--- src/rtl/tracker_query_arbiter_pkg.sv ---
// -----------------------------------------------------------------------------
// ryuki_datatypes
// Shared types for the tracker query arbiter slice.
//   query_kind_t : point / range query selector carried on req_kind
//   arb_state_t  : arbiter FSM encoding
//   NO_MATCH     : value the history buffer reports for a missing time
// -----------------------------------------------------------------------------
package ryuki_datatypes;

    typedef enum logic {
        QUERY_POINT = 1'b0,
        QUERY_RANGE = 1'b1
    } query_kind_t;

    typedef enum logic [1:0] {
        IDLE    = 2'd0,
        ISSUE   = 2'd1,
        WAIT    = 2'd2,
        RESPOND = 2'd3
    } arb_state_t;

    localparam int NO_MATCH = -1;

endpackage

--- src/rtl/tracker_query_arbiter_if.sv ---
// -----------------------------------------------------------------------------
// tracker_query_arbiter_if
// Requester-side bus between the stage trackers and the arbiter.
//   req_valid/req_kind/req_arg_a/req_arg_b : per-requester query (master drives)
//   req_ready                             : one-hot accept pulse (slave drives)
//   resp_valid                            : one-hot response pulse (slave drives)
//   resp_time_start/resp_time_end/resp_hit: shared response payload
// -----------------------------------------------------------------------------
interface tracker_query_arbiter_if #(
    parameter int NUM_REQ    = 4,
    parameter int DATA_WIDTH = 32
);
    logic [NUM_REQ-1:0]            req_valid;
    logic [NUM_REQ-1:0]            req_kind;
    logic [NUM_REQ*DATA_WIDTH-1:0] req_arg_a;
    logic [NUM_REQ*DATA_WIDTH-1:0] req_arg_b;
    logic [NUM_REQ-1:0]            req_ready;
    logic [NUM_REQ-1:0]            resp_valid;
    logic [DATA_WIDTH-1:0]         resp_time_start;
    logic [DATA_WIDTH-1:0]         resp_time_end;
    logic                          resp_hit;

    modport master (
        output req_valid, req_kind, req_arg_a, req_arg_b,
        input  req_ready, resp_valid, resp_time_start, resp_time_end, resp_hit
    );

    modport slave (
        input  req_valid, req_kind, req_arg_a, req_arg_b,
        output req_ready, resp_valid, resp_time_start, resp_time_end, resp_hit
    );
endinterface

--- src/rtl/tracker_query_arbiter_picker.sv ---
// -----------------------------------------------------------------------------
// rr_priority_picker
// Combinational round-robin picker: selects the first set request bit at or
// after ptr_i, wrapping at NUM_REQ.
//   req_i       : request vector
//   ptr_i       : index with highest priority this cycle
//   grant_o     : one-hot grant (zero when nothing requests)
//   grant_idx_o : binary index of the granted requester
//   any_grant_o : at least one request present
// -----------------------------------------------------------------------------
module rr_priority_picker #(
    parameter int NUM_REQ = 4,
    parameter int PTR_W   = $clog2(NUM_REQ)
) (
    input  logic [NUM_REQ-1:0] req_i,
    input  logic [PTR_W-1:0]   ptr_i,
    output logic [NUM_REQ-1:0] grant_o,
    output logic [PTR_W-1:0]   grant_idx_o,
    output logic               any_grant_o
);

    // base + off modulo NUM_REQ; both operands are below NUM_REQ so one
    // conditional subtract is enough.
    function automatic logic [PTR_W-1:0] wrap_add(input logic [PTR_W-1:0] base,
                                                 input int unsigned      off);
        int unsigned sum;
        sum = int'(base) + off;
        if (sum >= unsigned'(NUM_REQ)) begin
            sum = sum - unsigned'(NUM_REQ);
        end else begin
            sum = sum;
        end
        return PTR_W'(sum);
    endfunction

    // Walk offsets from farthest to nearest so the nearest requester wins.
    always_comb begin
        logic [PTR_W-1:0] cand_s;
        cand_s      = {PTR_W{1'b0}};
        grant_idx_o = {PTR_W{1'b0}};
        any_grant_o = |req_i;
        for (int i = NUM_REQ - 1; i >= 0; i--) begin
            cand_s      = wrap_add(ptr_i, unsigned'(i));
            grant_idx_o = req_i[cand_s] ? cand_s : grant_idx_o;
        end
        grant_o = any_grant_o ? ({{(NUM_REQ-1){1'b0}}, 1'b1} << grant_idx_o)
                              : {NUM_REQ{1'b0}};
    end

endmodule

--- src/rtl/tracker_query_arbiter.sv ---
// -----------------------------------------------------------------------------
// tracker_query_arbiter
// Shares one signal_tracker history buffer between NUM_REQ stage trackers.
// Grants one query at a time round-robin, drives the buffer query inputs,
// waits TRK_LATENCY cycles and returns the result to the granted requester.
//   clk, rst    : clock, asynchronous active-high reset
//   req_if      : requester bus (slave side)
//   trk_value_o : buffer value_in (point lookback)
//   trk_range_o : buffer range_in, {end, start}
//   trk_time_i  : buffer time_out, {time[1], time[0]}
//   trk_range_i : buffer range_out
// Timing: grant accepted at edge E, req_ready visible cycle T, buffer inputs
// from T+1, response pulse at T+TRK_LATENCY+2.
// -----------------------------------------------------------------------------
module tracker_query_arbiter
    import ryuki_datatypes::*;
#(
    parameter int NUM_REQ     = 4,
    parameter int TRK_LATENCY = 1,
    parameter int DATA_WIDTH  = 32
) (
    input  logic                    clk,
    input  logic                    rst,
    tracker_query_arbiter_if.slave  req_if,
    output logic [DATA_WIDTH-1:0]   trk_value_o,
    output logic [2*DATA_WIDTH-1:0] trk_range_o,
    input  logic [2*DATA_WIDTH-1:0] trk_time_i,
    input  logic                    trk_range_i
);

    localparam int PTR_W = $clog2(NUM_REQ);
    localparam logic [2:0] WAIT_INIT = 3'(TRK_LATENCY - 1);
    localparam logic [PTR_W-1:0] LAST_IDX = PTR_W'(NUM_REQ - 1);

    arb_state_t              state_q, state_d;
    logic [PTR_W-1:0]        rr_ptr_q, rr_ptr_d;
    logic [PTR_W-1:0]        gnt_idx_q, gnt_idx_d;
    query_kind_t             kind_q, kind_d;
    logic [DATA_WIDTH-1:0]   arg_a_q, arg_a_d;
    logic [DATA_WIDTH-1:0]   arg_b_q, arg_b_d;
    logic [2:0]              cnt_q, cnt_d;
    logic [NUM_REQ-1:0]      req_ready_q, req_ready_d;
    logic [NUM_REQ-1:0]      resp_valid_q, resp_valid_d;
    logic [DATA_WIDTH-1:0]   resp_start_q, resp_start_d;
    logic [DATA_WIDTH-1:0]   resp_end_q, resp_end_d;
    logic                    resp_hit_q, resp_hit_d;
    logic [DATA_WIDTH-1:0]   trk_value_q, trk_value_d;
    logic [2*DATA_WIDTH-1:0] trk_range_q, trk_range_d;

    logic [NUM_REQ-1:0]      pick_onehot_s;
    logic [PTR_W-1:0]        pick_idx_s;
    logic                    pick_any_s;
    logic [DATA_WIDTH-1:0]   time_first_s;
    logic [DATA_WIDTH-1:0]   time_second_s;

    assign time_first_s  = trk_time_i[DATA_WIDTH-1:0];
    assign time_second_s = trk_time_i[2*DATA_WIDTH-1:DATA_WIDTH];

    rr_priority_picker #(
        .NUM_REQ (NUM_REQ),
        .PTR_W   (PTR_W)
    ) u_picker (
        .req_i       (req_if.req_valid),
        .ptr_i       (rr_ptr_q),
        .grant_o     (pick_onehot_s),
        .grant_idx_o (pick_idx_s),
        .any_grant_o (pick_any_s)
    );

    // State and datapath registers; reset drops any in-flight query.
    always_ff @(posedge clk or posedge rst) begin
        if (rst) begin
            state_q      <= IDLE;
            rr_ptr_q     <= {PTR_W{1'b0}};
            gnt_idx_q    <= {PTR_W{1'b0}};
            kind_q       <= QUERY_POINT;
            arg_a_q      <= {DATA_WIDTH{1'b0}};
            arg_b_q      <= {DATA_WIDTH{1'b0}};
            cnt_q        <= 3'd0;
            req_ready_q  <= {NUM_REQ{1'b0}};
            resp_valid_q <= {NUM_REQ{1'b0}};
            resp_start_q <= {DATA_WIDTH{1'b0}};
            resp_end_q   <= {DATA_WIDTH{1'b0}};
            resp_hit_q   <= 1'b0;
            trk_value_q  <= {DATA_WIDTH{1'b0}};
            trk_range_q  <= {2*DATA_WIDTH{1'b0}};
        end else begin
            state_q      <= state_d;
            rr_ptr_q     <= rr_ptr_d;
            gnt_idx_q    <= gnt_idx_d;
            kind_q       <= kind_d;
            arg_a_q      <= arg_a_d;
            arg_b_q      <= arg_b_d;
            cnt_q        <= cnt_d;
            req_ready_q  <= req_ready_d;
            resp_valid_q <= resp_valid_d;
            resp_start_q <= resp_start_d;
            resp_end_q   <= resp_end_d;
            resp_hit_q   <= resp_hit_d;
            trk_value_q  <= trk_value_d;
            trk_range_q  <= trk_range_d;
        end
    end

    // Next-state logic.
    always_comb begin
        state_d = state_q;
        case (state_q)
            IDLE:    state_d = pick_any_s ? ISSUE : IDLE;
            ISSUE:   state_d = WAIT;
            WAIT:    state_d = (cnt_q == 3'd0) ? RESPOND : WAIT;
            RESPOND: state_d = IDLE;
            default: state_d = IDLE;
        endcase
    end

    // Output and datapath updates; pulses default low, everything else holds.
    always_comb begin
        rr_ptr_d     = rr_ptr_q;
        gnt_idx_d    = gnt_idx_q;
        kind_d       = kind_q;
        arg_a_d      = arg_a_q;
        arg_b_d      = arg_b_q;
        cnt_d        = cnt_q;
        req_ready_d  = {NUM_REQ{1'b0}};
        resp_valid_d = {NUM_REQ{1'b0}};
        resp_start_d = resp_start_q;
        resp_end_d   = resp_end_q;
        resp_hit_d   = resp_hit_q;
        trk_value_d  = trk_value_q;
        trk_range_d  = trk_range_q;
        case (state_q)
            IDLE: begin
                if (pick_any_s) begin
                    req_ready_d = pick_onehot_s;
                    gnt_idx_d   = pick_idx_s;
                    kind_d      = query_kind_t'(req_if.req_kind[pick_idx_s]);
                    arg_a_d     = req_if.req_arg_a[pick_idx_s*DATA_WIDTH +: DATA_WIDTH];
                    arg_b_d     = req_if.req_arg_b[pick_idx_s*DATA_WIDTH +: DATA_WIDTH];
                    rr_ptr_d    = (pick_idx_s == LAST_IDX) ? {PTR_W{1'b0}}
                                                           : pick_idx_s + {{(PTR_W-1){1'b0}}, 1'b1};
                end else begin
                    req_ready_d = {NUM_REQ{1'b0}};
                end
            end
            ISSUE: begin
                // Only the buffer input for this query kind moves; the other
                // keeps its last value.
                if (kind_q == QUERY_POINT) begin
                    trk_value_d = arg_a_q;
                end else begin
                    trk_range_d = {arg_b_q, arg_a_q};
                end
                cnt_d = WAIT_INIT;
            end
            WAIT: begin
                if (cnt_q == 3'd0) begin
                    if (kind_q == QUERY_POINT) begin
                        resp_start_d = time_first_s;
                        resp_end_d   = time_second_s;
                        resp_hit_d   = (time_second_s != DATA_WIDTH'(NO_MATCH));
                    end else begin
                        resp_start_d = {DATA_WIDTH{1'b0}};
                        resp_end_d   = {DATA_WIDTH{1'b0}};
                        resp_hit_d   = trk_range_i;
                    end
                end else begin
                    cnt_d = cnt_q - 3'd1;
                end
            end
            RESPOND: begin
                resp_valid_d = {{(NUM_REQ-1){1'b0}}, 1'b1} << gnt_idx_q;
            end
            default: begin
                req_ready_d = {NUM_REQ{1'b0}};
            end
        endcase
    end

    assign req_if.req_ready       = req_ready_q;
    assign req_if.resp_valid      = resp_valid_q;
    assign req_if.resp_time_start = resp_start_q;
    assign req_if.resp_time_end   = resp_end_q;
    assign req_if.resp_hit        = resp_hit_q;
    assign trk_value_o            = trk_value_q;
    assign trk_range_o            = trk_range_q;

endmodule

--- src/flat_wrapper.sv ---
// flat-port wrapper written by rule: the top's interface ports become plain ports
module tracker_query_arbiter_flat import ryuki_datatypes::*;
#(
    parameter int NUM_REQ     = 4,
    parameter int TRK_LATENCY = 1,
    parameter int DATA_WIDTH  = 32
)
  (clk, rst, trk_value_o, trk_range_o, trk_time_i, trk_range_i, req_if_req_valid, req_if_req_kind, req_if_req_arg_a, req_if_req_arg_b, req_if_req_ready, req_if_resp_valid, req_if_resp_time_start, req_if_resp_time_end, req_if_resp_hit);
  tracker_query_arbiter_if #(.NUM_REQ(NUM_REQ), .DATA_WIDTH(DATA_WIDTH)) req_if_i ();
  input  logic clk;
  input  logic rst;
  output logic [DATA_WIDTH-1:0] trk_value_o;
  output logic [2*DATA_WIDTH-1:0] trk_range_o;
  input  logic [2*DATA_WIDTH-1:0] trk_time_i;
  input  logic trk_range_i;
  input wire logic [$bits(req_if_i.req_valid)-1:0] req_if_req_valid;
  input wire logic [$bits(req_if_i.req_kind)-1:0] req_if_req_kind;
  input wire logic [$bits(req_if_i.req_arg_a)-1:0] req_if_req_arg_a;
  input wire logic [$bits(req_if_i.req_arg_b)-1:0] req_if_req_arg_b;
  output wire logic [$bits(req_if_i.req_ready)-1:0] req_if_req_ready;
  output wire logic [$bits(req_if_i.resp_valid)-1:0] req_if_resp_valid;
  output wire logic [$bits(req_if_i.resp_time_start)-1:0] req_if_resp_time_start;
  output wire logic [$bits(req_if_i.resp_time_end)-1:0] req_if_resp_time_end;
  output wire logic [$bits(req_if_i.resp_hit)-1:0] req_if_resp_hit;
  assign req_if_i.req_valid = req_if_req_valid;
  assign req_if_i.req_kind = req_if_req_kind;
  assign req_if_i.req_arg_a = req_if_req_arg_a;
  assign req_if_i.req_arg_b = req_if_req_arg_b;
  assign req_if_req_ready = req_if_i.req_ready;
  assign req_if_resp_valid = req_if_i.resp_valid;
  assign req_if_resp_time_start = req_if_i.resp_time_start;
  assign req_if_resp_time_end = req_if_i.resp_time_end;
  assign req_if_resp_hit = req_if_i.resp_hit;
  tracker_query_arbiter #(.NUM_REQ(NUM_REQ), .TRK_LATENCY(TRK_LATENCY), .DATA_WIDTH(DATA_WIDTH)) u_core (.clk(clk), .rst(rst), .req_if(req_if_i), .trk_value_o(trk_value_o), .trk_range_o(trk_range_o), .trk_time_i(trk_time_i), .trk_range_i(trk_range_i));
endmodule
--- config.mk ---
export PLATFORM = sky130hd
export DESIGN_NAME = tracker_query_arbiter_flat
export DESIGN_NICKNAME = d
export VERILOG_FILES = /design/src/rtl/tracker_query_arbiter_pkg.sv /design/src/rtl/tracker_query_arbiter_if.sv /design/src/rtl/tracker_query_arbiter_picker.sv /design/src/rtl/tracker_query_arbiter.sv /design/src/flat_wrapper.sv
export SDC_FILE = /design/constraint.sdc
export NUM_CORES = 1
export LEC_CHECK = 0
export ABC_AREA = 1
export CAP_MARGIN = 20
export CORE_AREA = 2 2 196 198
export DETAILED_ROUTE_END_ITERATION = 10
export DIE_AREA = 0 0 198 200
export GPL_ROUTABILITY_DRIVEN = 0
export GPL_TIMING_DRIVEN = 1
export REMOVE_ABC_BUFFERS = 1
export SLEW_MARGIN = 20
export SYNTH_ARGS = -nofsm -noshare
export SYNTH_HDL_FRONTEND = slang
export SYNTH_HIERARCHICAL = 1
export SYNTH_SLANG_ARGS = --single-unit
--- constraint.sdc ---
create_clock -name clk -period 8.5 [get_ports clk]
set_clock_uncertainty 0.15 [all_clocks]
set_input_delay 1.7 -clock clk [delete_from_list [all_inputs] [get_ports clk]]
set_output_delay 1.7 -clock clk [all_outputs]
set_load 0.005 [all_outputs]
==> results of run 1 <==
==> cells by family after synthesis <==
family | Yosys count
buffers and inverters | 203
multiplexers | 19
AND/OR/NAND/NOR | 523
flip-flops | 243
adder cells (fa/ha/maj) | 7
AO/OA/AOI/OAI | 374
==> layout make-up <==
class / instances / area, sq um
clock inverter: 11 / 205.2
clock buffer: 40 / 837.1
timing repair buffer: 510 / 5077
fill: 3637 / 19660
sequential: 243 / 6081
multi-input combinational: 923 / 4467
inverter: 112 / 431.7
tap: 511 / 639.4
antenna: 1 / 2.502
==> layer usage <==
metal | GRT usage | up-vias
met3 | 0.05796 | 56
li1 | - | 5359
met5 | 0 | -
met2 | 0.3492 | 432
met4 | 0.05347 | 0
met1 | 0.2266 | 5118
==> metrics by stage <==
step,worst slack [ps],instance area [sq um],hold slack (ps)
CTS,3392,17730,309.3
floorplan,-23.16,10940,282.1
global placement,2865,16690,290.0
finish,3402,17740,309.3
detailed placement,2830,16690,301.3
global route,3091,17740,338.1
==> path summary, 6_finish.rpt <==
kind,startpoint,end,slack [ps]
max,req_if_req_valid[1],u_core/arg_b_q[23],3400
min,u_core/gnt_idx_q[1],u_core/req_if.resp_valid[0],310
min reg2reg,u_core/gnt_idx_q[1],u_core/req_if.resp_valid[0],310
min in group asynchronous,rst,u_core/req_if.resp_time_end[24],1570
max in group asynchronous,rst,u_core/arg_b_q[14],4880
max reg2reg,u_core/rr_ptr_q[0],u_core/arg_b_q[23],4440
==> power by group through the flow <==
stage	clock network (W)	logic (W)	registers (W)
2_1_floorplan	0	0.00175	0.00195
3_3_place_gp	0	0.00333	0.00194
3_5_place_dp	0	0.00337	0.00196
4_1_cts	0.00138	0.00338	0.00194
5_1_grt	0.00143	0.00374	0.00200
6_report	0.00134	0.00332	0.00194
==> cells in the final DEF, fill, tap and decap left out, drive strengths merged <==
cell	Yosys	routed
o31ai	2	2
o221ai	36	36
diode	0	1
clkdlybuf4s50	0	499
a21oi	2	2
o21ai	332	332
ha	7	7
mux2	19	19
nor2	105	105
buf	44	11
o22ai	2	2
clkinv	0	6
nand3	12	12
dfrtp	243	243
inv	112	111
bufinv	0	6
or2	36	36
nand2	364	364
clkbuf	47	40
nor3	4	4
nand4	2	2
==> flip-flops by register name (all words and copies together) (netlist names) <==
register	cells
u_core/cnt_q	3
u_core/state_q	2
u_core/req_if.req_ready	4
u_core/req_if.resp_valid	4
u_core/req_if.resp_time_end	32
u_core/gnt_idx_q	2
u_core/trk_range_o	64
u_core/trk_value_o	32
u_core/rr_ptr_q	2
u_core/req_if.resp_time_start	32
u_core/req_if.resp_hit	1
u_core/arg_a_q	32
u_core/kind_q	1
u_core/arg_b_q	32
==> critical path: stages <==
cell	delay [ps]
clkdlybuf4s50_1	500
inv_1	80
nand2_1	80
nand3_1	110
nand2_1	110
nand3_2	90
nand2_2	70
nand2_2	60
nand2_4	670
clkinv_2	860
buf_4	570
o21ai_1	180
o21ai_1	90
nand2_1	60
o21ai_0	80
==> results.toml, run 1 <==
[outcome]
status = "complete, no violations"

[critical_path]
critPathMaxFanout = 79
worst-r2r-cell-count = 14
worstSetupStartpointType = "primary input"
cp.arrival_ps = 5350
end_kind = "flop"
cp.required_ps = 8750
path_class = "primary input to flop"

[cts]
ctsHoldBuffers = 0
clock_sinks = 243
postCtsSetupBuffers = 0
insertion_delay_ps = 540
clockRootBuffer = "clkbuf_16"
clk_pin_slew_ps = 60
numCtsBuffers = 28
cts_buffer_depth = 3
cts_tree = "yes"
ctsResizeCount = 0
h-tree-depth = 1

[global_route]
grt_pass1_wl_um = 60240
gr-total-overflow = 0
grt_pass1_vias = 10669
antenna_found_initial = 1
grt_max_degree = 138
grt_util_all_layers = 0.1948

[routing]
top_layer = "met4"
wl_met2_um = 19710
viasPerCell = 4.664
first_pass_iters = 5
drt-initial-drc-count = 492
wl_met3_um = 3735
vias = 10965
routed_wirelength_um = 40240
wl_per_cell_um = 17.12
drtAntennaViolNets = 0
wl_met1_um = 15760
drc = 0

[yosys]
async_flop_share = 1.000
muxShareOfSynthArea = 0.01876
yosys-top-cells-count = "nand2_1, o21ai_0, dfrtp_1"
synth_cell_types = 29
synth-xor-area-share = 0
yosys.area_share.simple = 0.1858
avgSynthCellArea_sq_um = 8.329
yosysWarnings = 6
synth_compound_area_frac = 0.1770
synthTopCellsByArea = "dfrtp_1, nand2_1, o21ai_0"
yosys_register_bits = 243
ys.flop_type = "dfrtp_1"
synth_fa_ha_area_frac = 0.007681
synth_area_leader_cell = "dfrtp_1"
synth_top_area_share = 0.5333
syn_area_sq_mm = 0.01140
synth_edf_count = 0
synthMostInstantiatedCell = "nand2_1"
syn_inst = 1369
synth_top_family_by_area = "simple AND/OR/NAND/NOR gates"
ys_seq_area_frac = 0.5333

[sta]
hold_viol = 0
tns_ps = 0
grt_setup_unrepaired = "false"
finalCritPeriodShare = 0.5998
min_period_ps = 5098
finalMaxSlewViolations = 0
fmax_ghz = 0.1961
tightest_slew_ps = 1018
setup_viol = 0
relSlewSlack = 0.3211

[power]
switching_power_w = 0.002624
ir_drop_mv = 0.1817
seqPwrFrac = 0.294
p_per_area_mw_per_mm2 = 371.7
p_clk_frac = 0.203
p_comb_frac = 0.504
swShare = 0.3980
p_int_w = 0.003970
cellLeakagePower_nw = 7.851
totalPowerFinal_w = 0.006594

[die]
start_util = 0.3049
coreArea_sq_mm = 0.03740
io_pins = 500
fp.dieArea_sq_mm = 0.03960
die_w_um = 198
die_y_um = 200
num_rows = 71

[final_layout]
final_nets = 2156
drive_gt1_frac = 0.06960
area_delta_synth_final_pct = 55.59
fin_cells = 2351
post-route-util = 0.4744

[job]
cap_violations = 0

[min_path]
hp-class = "flop to flop"
hold_path_depth = 1

[place]
dp_cells = 2299
io_buffers = 499
dp_hpwl_um = 29160
(Power assumes the default switching activity.)
==> inputs of run 2 (changes only) <==
--- a/config.mk
+++ b/config.mk
@@ -7,9 +7,9 @@
 export LEC_CHECK = 0
 export ABC_AREA = 1
 export CAP_MARGIN = 20
-export CORE_AREA = 2 2 196 198
+export CORE_AREA = 2 2 192 194
 export DETAILED_ROUTE_END_ITERATION = 10
-export DIE_AREA = 0 0 198 200
+export DIE_AREA = 0 0 194 196
 export GPL_ROUTABILITY_DRIVEN = 0
 export GPL_TIMING_DRIVEN = 1
 export REMOVE_ABC_BUFFERS = 1
==> constraint.sdc (replaced) <==
create_clock -name clk -period 4.8 [get_ports clk]
set_clock_uncertainty 0.15 [all_clocks]
set_input_delay 0.96 -clock clk [delete_from_list [all_inputs] [get_ports clk]]
set_output_delay 0.96 -clock clk [all_outputs]
set_load 0.005 [all_outputs]
==> results.toml, run 2 (synthesis gave the netlist of run 1 again) <==
[outcome]
status = "complete, no violations"

[critical_path]
rrSetupSlack_ps = 1900
path_class = "primary input to flop"
timing.rr.start = "u_core/rr_ptr_q[0]"
worst-r2r-cell-count = 12
worstSetupStartpointType = "primary input"
slowest_stage = "nand2_2"
path_cells = "clkdlybuf4s50_1, inv_1, nand2_1, nand3_1, inv_1, nor2_1, nand2_1, nand2_1, nand2_1, nand2_2, buf_4, inv_1, nand2_2, o221ai_1"
critPathMaxFanout = 37
end_kind = "flop"
cp.required_ps = 5040
r2r-end = "u_core/arg_a_q[15]"
cp_common_cell = "nand2_1"
cp.arrival_ps = 3400
max_stage_delay_ps = 580

[die]
start_util = 0.3160
coreArea_sq_mm = 0.03608
num_rows = 70
fp.dieArea_sq_mm = 0.03802
die_y_um = 196
die_w_um = 194
io_pins = 500

[cts]
numCtsBuffers = 29
clockRootBuffer = "clkbuf_16"
insertion_delay_ps = 550
ctsResizeCount = 0
clock_sinks = 243
clk_pin_slew_ps = 60
postCtsSetupBuffers = 0
ctsHoldBuffers = 0
cts_tree = "yes"
cts_buffer_depth = 3
h-tree-depth = 1

[sta]
fmax_ghz = 0.3167
grt_setup_unrepaired = "false"
tightest_slew_ps = 944.8
hold_viol = 0
relSlewSlack = 0.3701
finalCritPeriodShare = 0.6578
setup_viol = 0
min_period_ps = 3157
finalMaxSlewViolations = 0
tns_ps = 0

[place]
placed_area_sq_mm = 0.01670
dp_hpwl_um = 28250
io_buffers = 499

[global_route]
grt_pass1_wl_um = 59620
use_met2 = 0.3440
top_usage_layer = "met2"
gr-usage-met3 = 0.05982
gr-total-overflow = 0
antenna_found_initial = 5
use_met1 = 0.2321
grt_max_degree = 128
grt_util_all_layers = 0.1961
grt_pass1_vias = 10630

[job]
cap_violations = 0

[power]
cellLeakagePower_nw = 7.824
p_per_area_mw_per_mm2 = 646.5
totalPowerFinal_w = 0.01140
ir_drop_mv = 0.4330

[final_layout]
largest_reg_flops = 64
post-route-util = 0.4886
drive_gt1_frac = 0.06938
fillers = 3472
mostFrequentLayoutCells = "clkdlybuf4s50_1, nand2_1, o21ai_0"
layout_commonest_cell = "clkdlybuf4s50_1"
area_delta_synth_final_pct = 54.64
final_nets = 2161
stdcell_area_sq_mm = 0.01763

[routing]
vias = 10860
drc = 0
drt-initial-drc-count = 550
routed_wirelength_um = 38580
wl_per_cell_um = 16.66
drtAntennaViolNets = 0
viasPerCell = 4.689
first_pass_iters = 4

[min_path]
hp-class = "flop to flop"
hold_path_depth = 1
hold_path_end = "u_core/req_if.resp_valid[1]"
hp-start = "u_core/gnt_idx_q[1]"
[run 2: layer usage]
metal  up-vias  share of wire
li1       5372              -
met1      5039           0.40
met2       400           0.50
met3        47          0.086
met4         2          0.021
met5         -        0.00031
[run 2: worst max-delay path: cells and delay by family]
family	cells	cell delay (ps)
buffers and inverters	5	990
AOI/OAI and AO/OA	1	240
and+or+nand+nor	8	1170
[run 2: power breakdown]
group / internal, W / switching (W) / leakage (nW)
Sequential: 0.00297 / 0.000451 / 3.08
Clock: 0.00127 / 0.000832 / 0.458
Combinational: 0.00258 / 0.00330 / 4.29
Total: 0.00682 / 0.00458 / 7.82
[run 2: worst max path at each step]
stage                     slack, ps                 end                start
after floorplan               -2980   u_core/arg_a_q[0]                  rst
after global placement         1090  u_core/arg_a_q[28]  req_if_req_valid[1]
after detailed placement       1040  u_core/arg_b_q[17]  req_if_req_valid[1]
after CTS                      1620  u_core/arg_b_q[17]  req_if_req_valid[1]
after global routing           1370  u_core/arg_a_q[29]  req_if_req_valid[1]
final                          1640  u_core/arg_a_q[15]  req_if_req_valid[1]
[run 2: final cells by class]
class	count	area, sq um	share of cell area
diodes	3	7.507	0.0004258
multi-input cells	923	4458	0.2528
clock inverters	7	63.81	0.003619
flip-flops and latches	243	6081	0.3449
well taps	468	585.6	0.03321
repair buffers	514	5145	0.2918
clock buffers	46	859.6	0.04875
inverters	112	431.7	0.02448
[run 2: stage by stage]
step,setup WS (ps),std cells,hold slack (ps)
after detailed placement,1042,2260,300.6
after global placement,1095,2260,301.4
after floorplan,-2983,1278,282.1
final,1643,2316,314.8
after CTS,1623,2313,308.9
after global routing,1374,2314,340.2
